===== config.mk =====
export PLATFORM = sky130hd
export DESIGN_NAME = pwm_driver_flat
export DESIGN_NICKNAME = d
export VERILOG_FILES = /design/src/rtl/pwm_driver_if.sv /design/src/rtl/pwm_driver.sv /design/src/flat_wrapper.sv
export SDC_FILE = /design/constraint.sdc
export NUM_CORES = 1
export LEC_CHECK = 0
export CORE_ASPECT_RATIO = 0.7
export CORE_MARGIN = 4
export CORE_UTILIZATION = 35
export DETAILED_ROUTE_END_ITERATION = 10
export PLACE_DENSITY_LB_ADDON = 0.25
export SLEW_MARGIN = 20
export SYNTH_ARGS = -nofsm -noshare
export SYNTH_HDL_FRONTEND = slang
export SYNTH_SLANG_ARGS = --single-unit

===== constraint.sdc =====
create_clock -name clk -period 5.28 [get_ports clk]
set_clock_uncertainty 0.1 [all_clocks]
set_input_delay 1.056 -clock clk [delete_from_list [all_inputs] [get_ports clk]]
set_output_delay 1.056 -clock clk [all_outputs]
set_load 0.1 [all_outputs]

===== src/rtl/pwm_driver_if.sv =====
// Operator-side signal bundle of the PWM driver: run request and speed buttons in,
// PWM drive, applied duty and status flags out.
interface pwm_driver_if #(
   parameter int DUTY_W = 8
);
   logic              motor_running;
   logic              btn_increase;
   logic              btn_decrease;
   logic              pwm_out;
   logic [DUTY_W-1:0] duty;
   logic              at_max;
   logic              at_min;
   logic              ramping;

   modport master (
      output motor_running, btn_increase, btn_decrease,
      input  pwm_out, duty, at_max, at_min, ramping
   );

   modport slave (
      input  motor_running, btn_increase, btn_decrease,
      output pwm_out, duty, at_max, at_min, ramping
   );
endinterface


===== src/rtl/pwm_driver.sv =====
// Fixed-period PWM generator with a button-stepped duty setpoint and a
// soft-start/soft-stop ramp limiting the applied duty change per period.
module pwm_driver #(
   parameter int DUTY_W    = 8,
   parameter int PERIOD    = 100,
   parameter int STEP      = 10,
   parameter int DUTY_INIT = 50
) (
   input  logic       clk,
   input  logic       rst,
   pwm_driver_if.slave bus
);
   typedef enum logic [1:0] {
      ST_OFF       = 2'd0,
      ST_RAMP_UP   = 2'd1,
      ST_RUN       = 2'd2,
      ST_RAMP_DOWN = 2'd3
   } state_e;

   localparam logic [DUTY_W:0]   PERIOD_W = (DUTY_W+1)'(PERIOD);
   localparam logic [DUTY_W:0]   STEP_W   = (DUTY_W+1)'(STEP);
   localparam logic [DUTY_W-1:0] PERIOD_N = DUTY_W'(PERIOD);
   localparam logic [DUTY_W-1:0] LAST_N   = DUTY_W'(PERIOD - 1);
   localparam logic [DUTY_W-1:0] INIT_N   = DUTY_W'(DUTY_INIT);
   localparam logic [DUTY_W-1:0] ZERO_N   = {DUTY_W{1'b0}};

   state_e            state_q, state_d;
   logic [DUTY_W-1:0] cnt_q, cnt_d;
   logic [DUTY_W-1:0] duty_set_q, duty_set_d;
   logic [DUTY_W-1:0] duty_eff_q, duty_eff_d;
   logic              pwm_q, pwm_d;
   logic              inc_prev_q, dec_prev_q;

   logic              inc_pulse_s, dec_pulse_s, pend_s;
   logic [DUTY_W:0]   set_up_s, set_dn_s, eff_up_s, eff_dn_s;
   logic [DUTY_W-1:0] eff_up_sat_s, eff_dn_sat_s;

   // Next-state logic: setpoint saturation, counter, ramp FSM and PWM compare
   always_comb begin
      inc_pulse_s = bus.btn_increase & ~inc_prev_q;
      dec_pulse_s = bus.btn_decrease & ~dec_prev_q;
      pend_s      = (state_q != ST_OFF) && (cnt_q == LAST_N);

      // One bit of headroom keeps the saturating add/subtract from wrapping
      set_up_s = {1'b0, duty_set_q} + STEP_W;
      set_dn_s = {1'b0, duty_set_q} - STEP_W;
      eff_up_s = {1'b0, duty_eff_q} + STEP_W;
      eff_dn_s = {1'b0, duty_eff_q} - STEP_W;

      if (inc_pulse_s && !dec_pulse_s) begin
         duty_set_d = (set_up_s > PERIOD_W) ? PERIOD_N : set_up_s[DUTY_W-1:0];
      end else if (dec_pulse_s && !inc_pulse_s) begin
         duty_set_d = ({1'b0, duty_set_q} < STEP_W) ? ZERO_N : set_dn_s[DUTY_W-1:0];
      end else begin
         duty_set_d = duty_set_q;
      end

      eff_up_sat_s = (eff_up_s > {1'b0, duty_set_q}) ? duty_set_q : eff_up_s[DUTY_W-1:0];
      eff_dn_sat_s = ({1'b0, duty_eff_q} < STEP_W) ? ZERO_N : eff_dn_s[DUTY_W-1:0];

      if (state_q == ST_OFF) begin
         cnt_d = ZERO_N;
      end else if (cnt_q == LAST_N) begin
         cnt_d = ZERO_N;
      end else begin
         cnt_d = cnt_q + {{(DUTY_W-1){1'b0}}, 1'b1};
      end

      pwm_d      = (state_q != ST_OFF) && (cnt_q < duty_eff_q);
      state_d    = state_q;
      duty_eff_d = duty_eff_q;

      case (state_q)
         ST_OFF: begin
            if (bus.motor_running) begin
               state_d = ST_RAMP_UP;
            end else begin
               state_d = ST_OFF;
            end
         end
         ST_RAMP_UP: begin
            if (!bus.motor_running) begin
               state_d = ST_RAMP_DOWN;
            end else if (pend_s && (duty_set_q <= duty_eff_q)) begin
               duty_eff_d = duty_set_q;
               state_d    = ST_RUN;
            end else if (pend_s) begin
               duty_eff_d = eff_up_sat_s;
               state_d    = (eff_up_sat_s == duty_set_q) ? ST_RUN : ST_RAMP_UP;
            end else begin
               state_d = ST_RAMP_UP;
            end
         end
         ST_RUN: begin
            if (!bus.motor_running) begin
               state_d = ST_RAMP_DOWN;
            end else if (pend_s) begin
               duty_eff_d = duty_set_q;
            end else begin
               state_d = ST_RUN;
            end
         end
         ST_RAMP_DOWN: begin
            if (bus.motor_running) begin
               state_d = ST_RAMP_UP;
            end else if (pend_s) begin
               duty_eff_d = eff_dn_sat_s;
               state_d    = (eff_dn_sat_s == ZERO_N) ? ST_OFF : ST_RAMP_DOWN;
            end else begin
               state_d = ST_RAMP_DOWN;
            end
         end
         default: begin
            state_d    = ST_OFF;
            duty_eff_d = ZERO_N;
         end
      endcase
   end

   // State, counter, setpoint, applied duty, PWM and button-history registers
   always_ff @(posedge clk or posedge rst) begin
      if (rst) begin
         state_q    <= ST_OFF;
         cnt_q      <= ZERO_N;
         duty_set_q <= INIT_N;
         duty_eff_q <= ZERO_N;
         pwm_q      <= 1'b0;
         inc_prev_q <= 1'b0;
         dec_prev_q <= 1'b0;
      end else begin
         state_q    <= state_d;
         cnt_q      <= cnt_d;
         duty_set_q <= duty_set_d;
         duty_eff_q <= duty_eff_d;
         pwm_q      <= pwm_d;
         inc_prev_q <= bus.btn_increase;
         dec_prev_q <= bus.btn_decrease;
      end
   end

   assign bus.pwm_out = pwm_q;
   assign bus.duty    = duty_eff_q;
   assign bus.at_max  = (duty_set_q == PERIOD_N);
   assign bus.at_min  = (duty_set_q == ZERO_N);
   assign bus.ramping = (state_q == ST_RAMP_UP) || (state_q == ST_RAMP_DOWN);
endmodule


===== src/flat_wrapper.sv =====
// flat-port wrapper written by rule: the top's interface ports become plain ports
module pwm_driver_flat 
#(
   parameter int DUTY_W    = 8,
   parameter int PERIOD    = 100,
   parameter int STEP      = 10,
   parameter int DUTY_INIT = 50
)
  (clk, rst, bus_motor_running, bus_btn_increase, bus_btn_decrease, bus_pwm_out, bus_duty, bus_at_max, bus_at_min, bus_ramping);
  pwm_driver_if #(.DUTY_W(DUTY_W)) bus_i ();
  input  logic clk;
  input  logic rst;
  input wire logic [$bits(bus_i.motor_running)-1:0] bus_motor_running;
  input wire logic [$bits(bus_i.btn_increase)-1:0] bus_btn_increase;
  input wire logic [$bits(bus_i.btn_decrease)-1:0] bus_btn_decrease;
  output wire logic [$bits(bus_i.pwm_out)-1:0] bus_pwm_out;
  output wire logic [$bits(bus_i.duty)-1:0] bus_duty;
  output wire logic [$bits(bus_i.at_max)-1:0] bus_at_max;
  output wire logic [$bits(bus_i.at_min)-1:0] bus_at_min;
  output wire logic [$bits(bus_i.ramping)-1:0] bus_ramping;
  assign bus_i.motor_running = bus_motor_running;
  assign bus_i.btn_increase = bus_btn_increase;
  assign bus_i.btn_decrease = bus_btn_decrease;
  assign bus_pwm_out = bus_i.pwm_out;
  assign bus_duty = bus_i.duty;
  assign bus_at_max = bus_i.at_max;
  assign bus_at_min = bus_i.at_min;
  assign bus_ramping = bus_i.ramping;
  pwm_driver #(.DUTY_W(DUTY_W), .PERIOD(PERIOD), .STEP(STEP), .DUTY_INIT(DUTY_INIT)) u_core (.clk(clk), .rst(rst), .bus(bus_i));
endmodule

==> out/summary.txt, run 1 <==
status: finished, final reports clean
number of diodes: 0
Crit Path Max Fanout: 17
syn nets: 368
Finish-stage setup viols: 0
routed wire length: 7870 um
drt initial violations: 219
sequential share of the synthesized area: 24.6%
DR WL/cell: 18.0 um
clk root buf: clkbuf_16
Top FF cell, synth: dfrtp_1
first-pass GRT wire length: 12800 um
Setup crit start kind: register
vias per inst: 6.00
fin nets: 370
Inserted Clock Buffers: 3
drt first pass iters: 5
Post-CTS Setup Inserts: 0
FP Rows: 27
GRT Overall Usage: 16.4%
VDD IR max: 199 uV
Setup TNS Final: 0 ns
Mapped Area: 2860 um2
die height: 83.7 um
via count: 2627
port bufs: 16
RePlAce Congestion: 0.946
Worst setup EP type: output port
largest net degree at the start of global routing: 29
Worst-path clk slew: 0.08 ns
global route overflow: 0
Pins Over Slew Limit: 0
# clock sinks: 28
Max Clk Rate: 0.250 GHz
crit-path leading delay family: buffers and inverters
Worst-Margin Slew: 0.986 ns
syn avg cell area: 8.52 um2
clk buf depth: 2
post-synthesis cell count: 336
antenna violations before repair: 0
Slew headroom: 34.1%
fin crit period: 3.99 ns
CTS tree: built
P_leak: 1.27 nW
data required time of the critical path: 4.12 ns
DRC Markers: 0
crit-path cells: nor4_1 -> and4_1 -> clkdlybuf4s50_1
pwr dens: 461 nW/um2
sum of buffers and inverters on the critical path: 1
IO Pins: 17
non-filler cells, final: 438
Antenna Violating Nets Remaining: 0
delay of the slowest critical-path stage: 1.13 ns
setup ws final: 1.29 ns
area growth from synthesis to layout: 9.23%
flops & latches, synth: 28
max cap viols: 0
synth warn: 0
EDFF count, synth: 0
hpwl dp: 5880 um
critical setup path kind: register to output port
final hold vios: 0
worst hold path class: register to register
H-tree depth: 1
Die X: 116 um
dpl ws: 1.58 ns
CP max stage cell: clkdlybuf4s50_1
full die area: 9710 um2
worst hold margin: 0.420 ns
asr flop ratio synth: 100%
final worst path period share: 75.7%
worst skew pair latency: 0.28 ns
layout cell share with drive strength beyond 1: 6.23%
post-synth cell types: 68
Core Region: 7910 um2
cts repair resizes: 0
Worst Path Arrival: 2.84 ns
Initial Utilization: 36.2%
Post-Place Cells: 434
RSZ-0062 raised after global routing: false
vias in the first global route: 2311
Post-CTS Hold Buffers: 0
-- metal layers --
layer | part of all wire, % | GRT usage, % | vias up
met3 | 7.8 | 3.70 | 6
li1 | - | - | 1266
met4 | 0.65 | 2.74 | 0
met5 | 0 | 0 | -
met2 | 38 | 20.2 | 112
met1 | 54 | 27.8 | 1243
-- logic make-up after synthesis --
logic type	count (synthesis)	synth area share, %
compound gates	107	26.5
xor+xnor	21	6.91
buf+inv	41	7.70
mux	8	2.80
fa+ha+maj	27	11.8
simple gates	104	19.7
flops	28	24.6
-- power by group --
part | internal (mW) | switching, mW | total, mW
Sequential | 0.286 | 0.163 | 0.450
Combinational | 0.312 | 0.442 | 0.755
Clock | 0.151 | 0.0842 | 0.236
-- synthesized netlist by cell type (3+ instances only) --
cell type / count / area [um2]
a211oi_1: 7 / 52.6
nand2_1: 21 / 78.8
o211ai_1: 5 / 37.5
clkbuf_1: 10 / 37.5
o21ai_0: 21 / 105
dfstp_2: 3 / 78.8
o31ai_1: 4 / 30.0
nor4b_1: 4 / 35.0
nor2b_1: 4 / 25.0
inv_1: 20 / 75.1
o41ai_1: 3 / 26.3
a31oi_1: 6 / 37.5
a21o_1: 6 / 45.0
xnor2_1: 11 / 96.3
nor2_1: 25 / 93.8
o22ai_1: 4 / 25.0
clkbuf_8: 4 / 55.1
ha_1: 27 / 338
o2111ai_1: 4 / 35.0
a21oi_1: 18 / 90.1
nor3_1: 11 / 55.1
buf_2: 3 / 15.0
xor2_1: 9 / 78.8
nor4_1: 5 / 31.3
mux2i_1: 8 / 80.1
nand3_1: 16 / 80.1
dfrtp_1: 25 / 626
-- worst paths after layout --
kind / to / slack (ns) / start / depth (start not counted)
min: u_core.cnt_q[0]$_DFF_PP0_ / 0.42 / u_core.cnt_q[0]$_DFF_PP0_ / 1
max in group asynchronous: u_core.duty_set_q[5]$_DFFE_PP1P_ / 3.70 / rst / 3
min reg2reg: u_core.cnt_q[0]$_DFF_PP0_ / 0.42 / u_core.cnt_q[0]$_DFF_PP0_ / 1
min in group asynchronous: u_core.state_q[0]$_DFFE_PP0P_ / 1.05 / rst / 3
max reg2reg: u_core.bus.duty[7]$_DFFE_PP0P_ / 1.63 / u_core.bus.duty[4]$_DFFE_PP0P_ / 10
max: bus_at_min / 1.29 / u_core.duty_set_q[7]$_DFFE_PP0P_ / 3
-- layout by cell type (no fill, tap or decap), types with 3 or more instances in the layout --
| cell type | n |
|---|---|
| o211ai_1 | 5 |
| a21o_1 | 6 |
| nor2b_1 | 4 |
| a21oi_1 | 18 |
| a31oi_1 | 6 |
| a211oi_1 | 7 |
| o2111ai_1 | 4 |
| inv_1 | 20 |
| mux2i_1 | 8 |
| dfstp_2 | 3 |
| o41ai_1 | 3 |
| nand3_1 | 16 |
| o22ai_1 | 4 |
| xnor2_1 | 11 |
| nor4b_1 | 3 |
| o21ai_0 | 21 |
| xor2_1 | 9 |
| nor3_1 | 11 |
| nor2_1 | 25 |
| nand2_1 | 21 |
| ha_1 | 27 |
| clkbuf_16 | 3 |
| nor4_1 | 5 |
| dfrtp_1 | 25 |
| o31ai_1 | 4 |
| clkdlybuf4s50_1 | 16 |
-- worst reg2reg max path, cell delays in order (launching register included) --
cell	delay [ns]
dfrtp_1	0.71
inv_1	0.23
nor3_1	0.38
xnor2_1	0.20
ha_1	0.28
a21o_1	0.16
a21oi_1	0.20
a21oi_1	0.13
a211oi_2	0.71
mux2i_1	0.29
o221ai_1	0.13
-- sequential cells by signal (all words and copies together), names as in the netlist --
signal,count
u_core.bus.duty,8
u_core.cnt_q,8
u_core.duty_set_q,7
u_core.state_q,2
u_core.bus.pwm_out,1
u_core.dec_prev_q,1
u_core.inc_prev_q,1
-- stage by stage --
stage               instance area (um2)  power, mW  util (%)
finish                             3130       1.44      39.5
detailed placement                 3020       1.19      38.2
floorplan                          2870       1.03         -
CTS                                3130       1.44      39.5
global placement                   3020       1.19      38.2
global route                       3130       1.56      39.5
-- area by class of cell --
type | count | area, um2
fill | 799 | 4780
multi-input combinational | 267 | 1940
sequential | 28 | 704
timing repair buffer | 17 | 168
tap | 101 | 126
inverter | 21 | 78.8
clock buffer | 3 | 75.1
clock inverter | 1 | 30.0
Note: power is estimated with default switching activity, not from simulation.
==> run 2, diff against run 1 <==
clock period = 3.82 ns   (was 5.28 ns; I/O delays follow)
==> out/summary.txt, run 2 (synthesis gave the netlist of run 1 again) <==
leading cell type in the layout, fill and taps excluded: ha_1 (unchanged)
Crit Reg-Reg Startpoint: u_core.bus.duty[1]$_DFFE_PP0P_ (was u_core.bus.duty[4]$_DFFE_PP0P_)
dpl ws: 0.621 ns (was 1.58 ns)
layout filler cell count: 832 (was 799)
P_leak: 1.30 nW (was 1.27 nW)
Worst Path Arrival: 3.30 ns (was 2.84 ns)
critical setup path kind: register to register (was register to output port)
drt first pass iters: 5 (unchanged)
Inserted Clock Buffers: 3 (unchanged)
via count: 2657 (was 2627)
total power: 2.01 mW (was 1.44 mW)
Max Clk Rate: 0.308 GHz
Crit Path Max Fanout: 10 (was 17)
RePlAce Congestion: 0.898 (was 0.946)
DR WL/cell: 18.3 um (was 18.0 um)
die height: 83.7 um (unchanged)
vias per inst: 6.01 (was 6.00)
data required time of the critical path: 3.87 ns (was 4.12 ns)
crit-path leading delay family: compound AO/OA/AOI/OAI gates (was buffers and inverters)
Post-CTS Setup Inserts: 0 (unchanged)
largest net degree at the start of global routing: 29 (unchanged)
area growth from synthesis to layout: 9.49% (was 9.23%)
number of diodes: 0 (unchanged)
Setup crit start: u_core.bus.duty[1]$_DFFE_PP0P_ (was u_core.duty_set_q[7]$_DFFE_PP0P_)
clk root buf: clkbuf_16 (unchanged)
Setup TNS Final: 0 ns (unchanged)
final hold vios: 0 (unchanged)
hpwl dp: 6060 um (was 5880 um)
pwr dens: 641 nW/um2 (was 461 nW/um2)
Worst setup EP type: register (was output port)
Post-Place Cells: 438 (was 434)
# clock sinks: 28 (unchanged)
cts repair resizes: 0 (unchanged)
layout cell share with drive strength beyond 1: 9.97% (was 6.23%)
antenna violations before repair: 0 (unchanged)
routed wire length: 8090 um (was 7870 um)
hold wc startpoint: u_core.cnt_q[0]$_DFF_PP0_ (unchanged)
clk buf depth: 2 (unchanged)
status: finished, final reports clean (unchanged)
highest-count cells in the layout ignoring fill and taps: ha_1 (27), nor2_1 (25), dfrtp_1 (25), nand2_1 (21), o21ai_0 (21) (unchanged)
Worst-path clk slew: 0.08 ns (about the same)
DRC Markers: 0 (unchanged)
GRT Overall Usage: 17.1% (was 16.4%)
Worst-Margin Slew: 0.979 ns (was 0.986 ns)
port bufs: 16 (unchanged)
sum of buffers and inverters on the critical path: 1 (unchanged)
setup ws final: 0.569 ns (was 1.29 ns)
max cap viols: 0 (unchanged)
IO Pins: 17 (unchanged)
CTS tree: built (unchanged)
non-filler cells, final: 442 (was 438)
CP max stage cell: dfrtp_1 (was clkdlybuf4s50_1)
FP Rows: 27 (unchanged)
worst hold path class: register to register (unchanged)
Initial Utilization: 36.2% (unchanged)
delay of the slowest critical-path stage: 0.50 ns (was 1.13 ns)
vias in the first global route: 2408 (was 2311)
global route overflow: 0 (unchanged)
Die X: 116 um (unchanged)
Setup crit start kind: register (unchanged)
fin nets: 374 (was 370)
drt initial violations: 281 (was 219)
Slew headroom: 34.5% (was 34.1%)
fin crit period: 3.25 ns
final worst path period share: 85.1%
fin util: 39.6% (was 39.5%)
full die area: 9710 um2 (unchanged)
VDD IR max: 379 uV (was 199 uV)
Core Region: 7910 um2 (unchanged)
Finish-stage setup viols: 0 (unchanged)
first-pass GRT wire length: 13500 um (was 12800 um)
most used cell, CP: ha_1
worst skew pair latency: 0.27 ns (was 0.28 ns)
Pins Over Slew Limit: 0 (unchanged)
Antenna Violating Nets Remaining: 0 (unchanged)
crit-path cells: ha_1 -> o2111ai_1 -> xnor2_1 -> ha_1 -> nand3_1 -> nor4_1 -> a21oi_1 -> a211oi_2 -> buf_4 -> mux2i_1 -> o21ai_0 (was nor4_1 -> and4_1 -> clkdlybuf4s50_1)
H-tree depth: 1 (unchanged)
Post-CTS Hold Buffers: 0 (unchanged)
RSZ-0062 raised after global routing: false (unchanged)
[run 2: through the flow]
stage | area [um2] | hold slack, ns
after floorplan | 2870 | 0.368
after global placement | 3030 | 0.411
after detailed placement | 3030 | 0.411
after CTS | 3130 | 0.422
after global routing | 3130 | 0.466
final | 3130 | 0.421
[run 2: final cells by class]
class | instances | area (um2) | share of cell area [%]
Tap cell | 101 | 126 | 4.03
Clock buffer | 3 | 75.1 | 2.40
Inverter | 21 | 78.8 | 2.52
Sequential cell | 28 | 704 | 22.5
Timing Repair Buffer | 21 | 175 | 5.59
Clock inverter | 1 | 30.0 | 0.958
Multi-Input combinational cell | 267 | 1940 | 62.0
[run 2: worst register-to-register path: cells and delay by family (launching register included)]
family          cells  cell delay (ns)
xor+xnor            1             0.17
flops               1             0.50
compound gates      4             1.03
simple gates        2             0.28
buf+inv             1             0.25
mux                 1             0.19
fa+ha+maj           2             0.61
[run 2: final timing paths]
kind                       cells past startpoint  slack (ns)                                to
setup / recovery                              11        0.57    u_core.bus.duty[3]$_DFFE_PP0P_
hold / removal                                 1        0.42         u_core.cnt_q[0]$_DFF_PP0_
setup reg to reg                              11        0.57    u_core.bus.duty[3]$_DFFE_PP0P_
hold reg to reg                                1        0.42         u_core.cnt_q[0]$_DFF_PP0_
max in group asynchronous                      3        2.53  u_core.duty_set_q[4]$_DFFE_PP1P_
min in group asynchronous                      3        0.76    u_core.bus.duty[3]$_DFFE_PP0P_
[run 2: metal layers]
metal | vias up | global-route usage, % | wire length (um)
met2 | 125 | 22.6 | 3120
met4 | 0 | 2.21 | 54
met5 | - | 0 | 0
met1 | 1252 | 29.0 | 4330
li1 | 1276 | - | -
met3 | 4 | 2.54 | 588
[run 2: power by group]
group          switching [mW]  internal, mW
clock network           0.114         0.209
registers               0.225         0.396
logic                   0.627         0.438
total                   0.966          1.04
==> run 3, diff against run 2 <==
PLACE_DENSITY = 0.51   (was default)
PLACE_DENSITY_LB_ADDON = default   (was 0.25)
==> out/summary.txt, run 3 (synthesis gave the netlist of run 1 again) <==
VDD IR max: 280 uV (was 379 uV)
CTS tree: built (unchanged)
Slew headroom: 35.3% (was 34.5%)
data required time of the critical path: 3.87 ns (about the same)
worst skew pair latency: 0.27 ns (about the same)
leading cell type in the layout, fill and taps excluded: ha_1 (unchanged)
number of diodes: 0 (unchanged)
largest net degree at the start of global routing: 29 (unchanged)
cts repair resizes: 0 (unchanged)
Post-CTS Hold Buffers: 0 (unchanged)
RePlAce Congestion: 0.925 (was 0.898)
Finish-stage setup viols: 0 (unchanged)
vias per inst: 6.00 (was 6.01)
first-pass GRT wire length: 13900 um (was 13500 um)
setup ws final: 0.633 ns (was 0.569 ns)
fin nets: 377 (was 374)
critical setup path kind: register to register (unchanged)
Setup crit start kind: register (unchanged)
final hold vios: 0 (unchanged)
Core Region: 7910 um2 (unchanged)
max cap viols: 0 (unchanged)
final worst path period share: 83.4% (was 85.1%)
port bufs: 16 (unchanged)
highest-count cells in the layout ignoring fill and taps: ha_1 (27), nor2_1 (25), dfrtp_1 (25), nand2_1 (21), o21ai_0 (21) (unchanged)
Worst-path clk slew: 0.07 ns (was 0.08 ns)
die height: 83.7 um (unchanged)
total power: 1.98 mW (was 2.01 mW)
P_leak: 1.31 nW (was 1.30 nW)
pwr dens: 630 nW/um2 (was 641 nW/um2)
Worst-Margin Slew: 0.968 ns (was 0.979 ns)
full die area: 9710 um2 (unchanged)
worst hold margin: 0.468 ns (was 0.421 ns)
clk root buf: clkbuf_16 (unchanged)
dpl ws: 0.723 ns (was 0.621 ns)
placed cell area: 3050 um2 (was 3030 um2)
vias in the first global route: 2562 (was 2408)
Crit Path Max Fanout: 10 (unchanged)
Setup TNS Final: 0 ns (unchanged)
Inserted Clock Buffers: 3 (unchanged)
Worst setup EP type: register (unchanged)
Pins Over Slew Limit: 0 (unchanged)
Initial Utilization: 36.2% (unchanged)
drt initial violations: 240 (was 281)
worst hold path class: register to register (unchanged)
# clock sinks: 28 (unchanged)
status: finished, final reports clean (unchanged)
FP Rows: 27 (unchanged)
DR WL/cell: 18.9 um (was 18.3 um)
layout filler cell count: 831 (was 832)
Max Clk Rate: 0.314 GHz (was 0.308 GHz)
Die X: 116 um (unchanged)
Multi-input gate area: 1940 um2 (unchanged)
H-tree depth: 1 (unchanged)
via count: 2672 (was 2657)
design area: 3140 um2 (was 3130 um2)
fin util: 39.7% (was 39.6%)
RSZ-0062 raised after global routing: false (unchanged)
non-filler cells, final: 445 (was 442)
clk buf depth: 2 (unchanged)
IO Pins: 17 (unchanged)
area growth from synthesis to layout: 9.71% (was 9.49%)
Post-Place Cells: 441 (was 438)
routed wire length: 8430 um (was 8090 um)
layout cell share with drive strength beyond 1: 10.8% (was 9.97%)
antenna violations before repair: 0 (unchanged)
register area: 704 um2 (unchanged)
global route overflow: 0 (unchanged)
drt first pass iters: 5 (unchanged)
fin crit period: 3.19 ns (was 3.25 ns)
GRT Overall Usage: 18.0% (was 17.1%)
Antenna Violating Nets Remaining: 0 (unchanged)
Post-CTS Setup Inserts: 0 (unchanged)
DRC Markers: 0 (unchanged)
hpwl dp: 6200 um (was 6060 um)
Worst Path Arrival: 3.24 ns (was 3.30 ns)
run 3: cell count changes in the layout (fill, tap and decap cells not counted):
cell,before,now
buf_4,14,17
clkbuf_8,0,1
bufinv_16,1,0
run 3: final timing paths:
path,slack [ns],end,depth (start not counted),start
hold / removal,0.47,u_core.cnt_q[0]$_DFF_PP0_,1,u_core.cnt_q[0]$_DFF_PP0_
hold reg to reg,0.47,u_core.cnt_q[0]$_DFF_PP0_,1,u_core.cnt_q[0]$_DFF_PP0_
min in group asynchronous,0.76,u_core.bus.duty[2]$_DFFE_PP0P_,3,rst
setup / recovery,0.63,u_core.bus.duty[3]$_DFFE_PP0P_,11,u_core.bus.duty[1]$_DFFE_PP0P_
max in group asynchronous,2.53,u_core.duty_set_q[5]$_DFFE_PP1P_,3,rst
setup reg to reg,0.63,u_core.bus.duty[3]$_DFFE_PP0P_,11,u_core.bus.duty[1]$_DFFE_PP0P_
run 3: cell type report:
type / instances / share of cell area [%]
Multi-Input combinational cell: 267 / 61.9
Sequential cell: 28 / 22.4
Timing Repair Buffer: 24 / 6.30
Tap cell: 101 / 4.03
Clock buffer: 4 / 2.83
Inverter: 21 / 2.51
run 3: metal layers:
metal | part of all wire (%) | track usage, % | wire, um
met1 | 51 | 28.5 | 4330
met3 | 8.0 | 4.71 | 678
met5 | 0 | 0 | 0
met2 | 39 | 23.8 | 3330
met4 | 1.1 | 4.21 | 93
run 3: power breakdown:
part,leakage [nW],total (mW),internal (mW),switching (mW)
clock,0.0442,0.277,0.161,0.115
sequential,0.336,0.597,0.396,0.201
combinational,0.928,1.10,0.447,0.657
total,1.31,1.98,1.00,0.973
run 3: worst max-delay path, stage by stage, from the launching register on:
cell	delay, ns
dfrtp_1	0.50
ha_1	0.31
o2111ai_1	0.35
xnor2_1	0.16
ha_1	0.32
nand3_1	0.11
nor4_1	0.20
a21oi_1	0.11
a211oi_2	0.37
buf_4	0.25
mux2i_1	0.19
o21ai_0	0.09
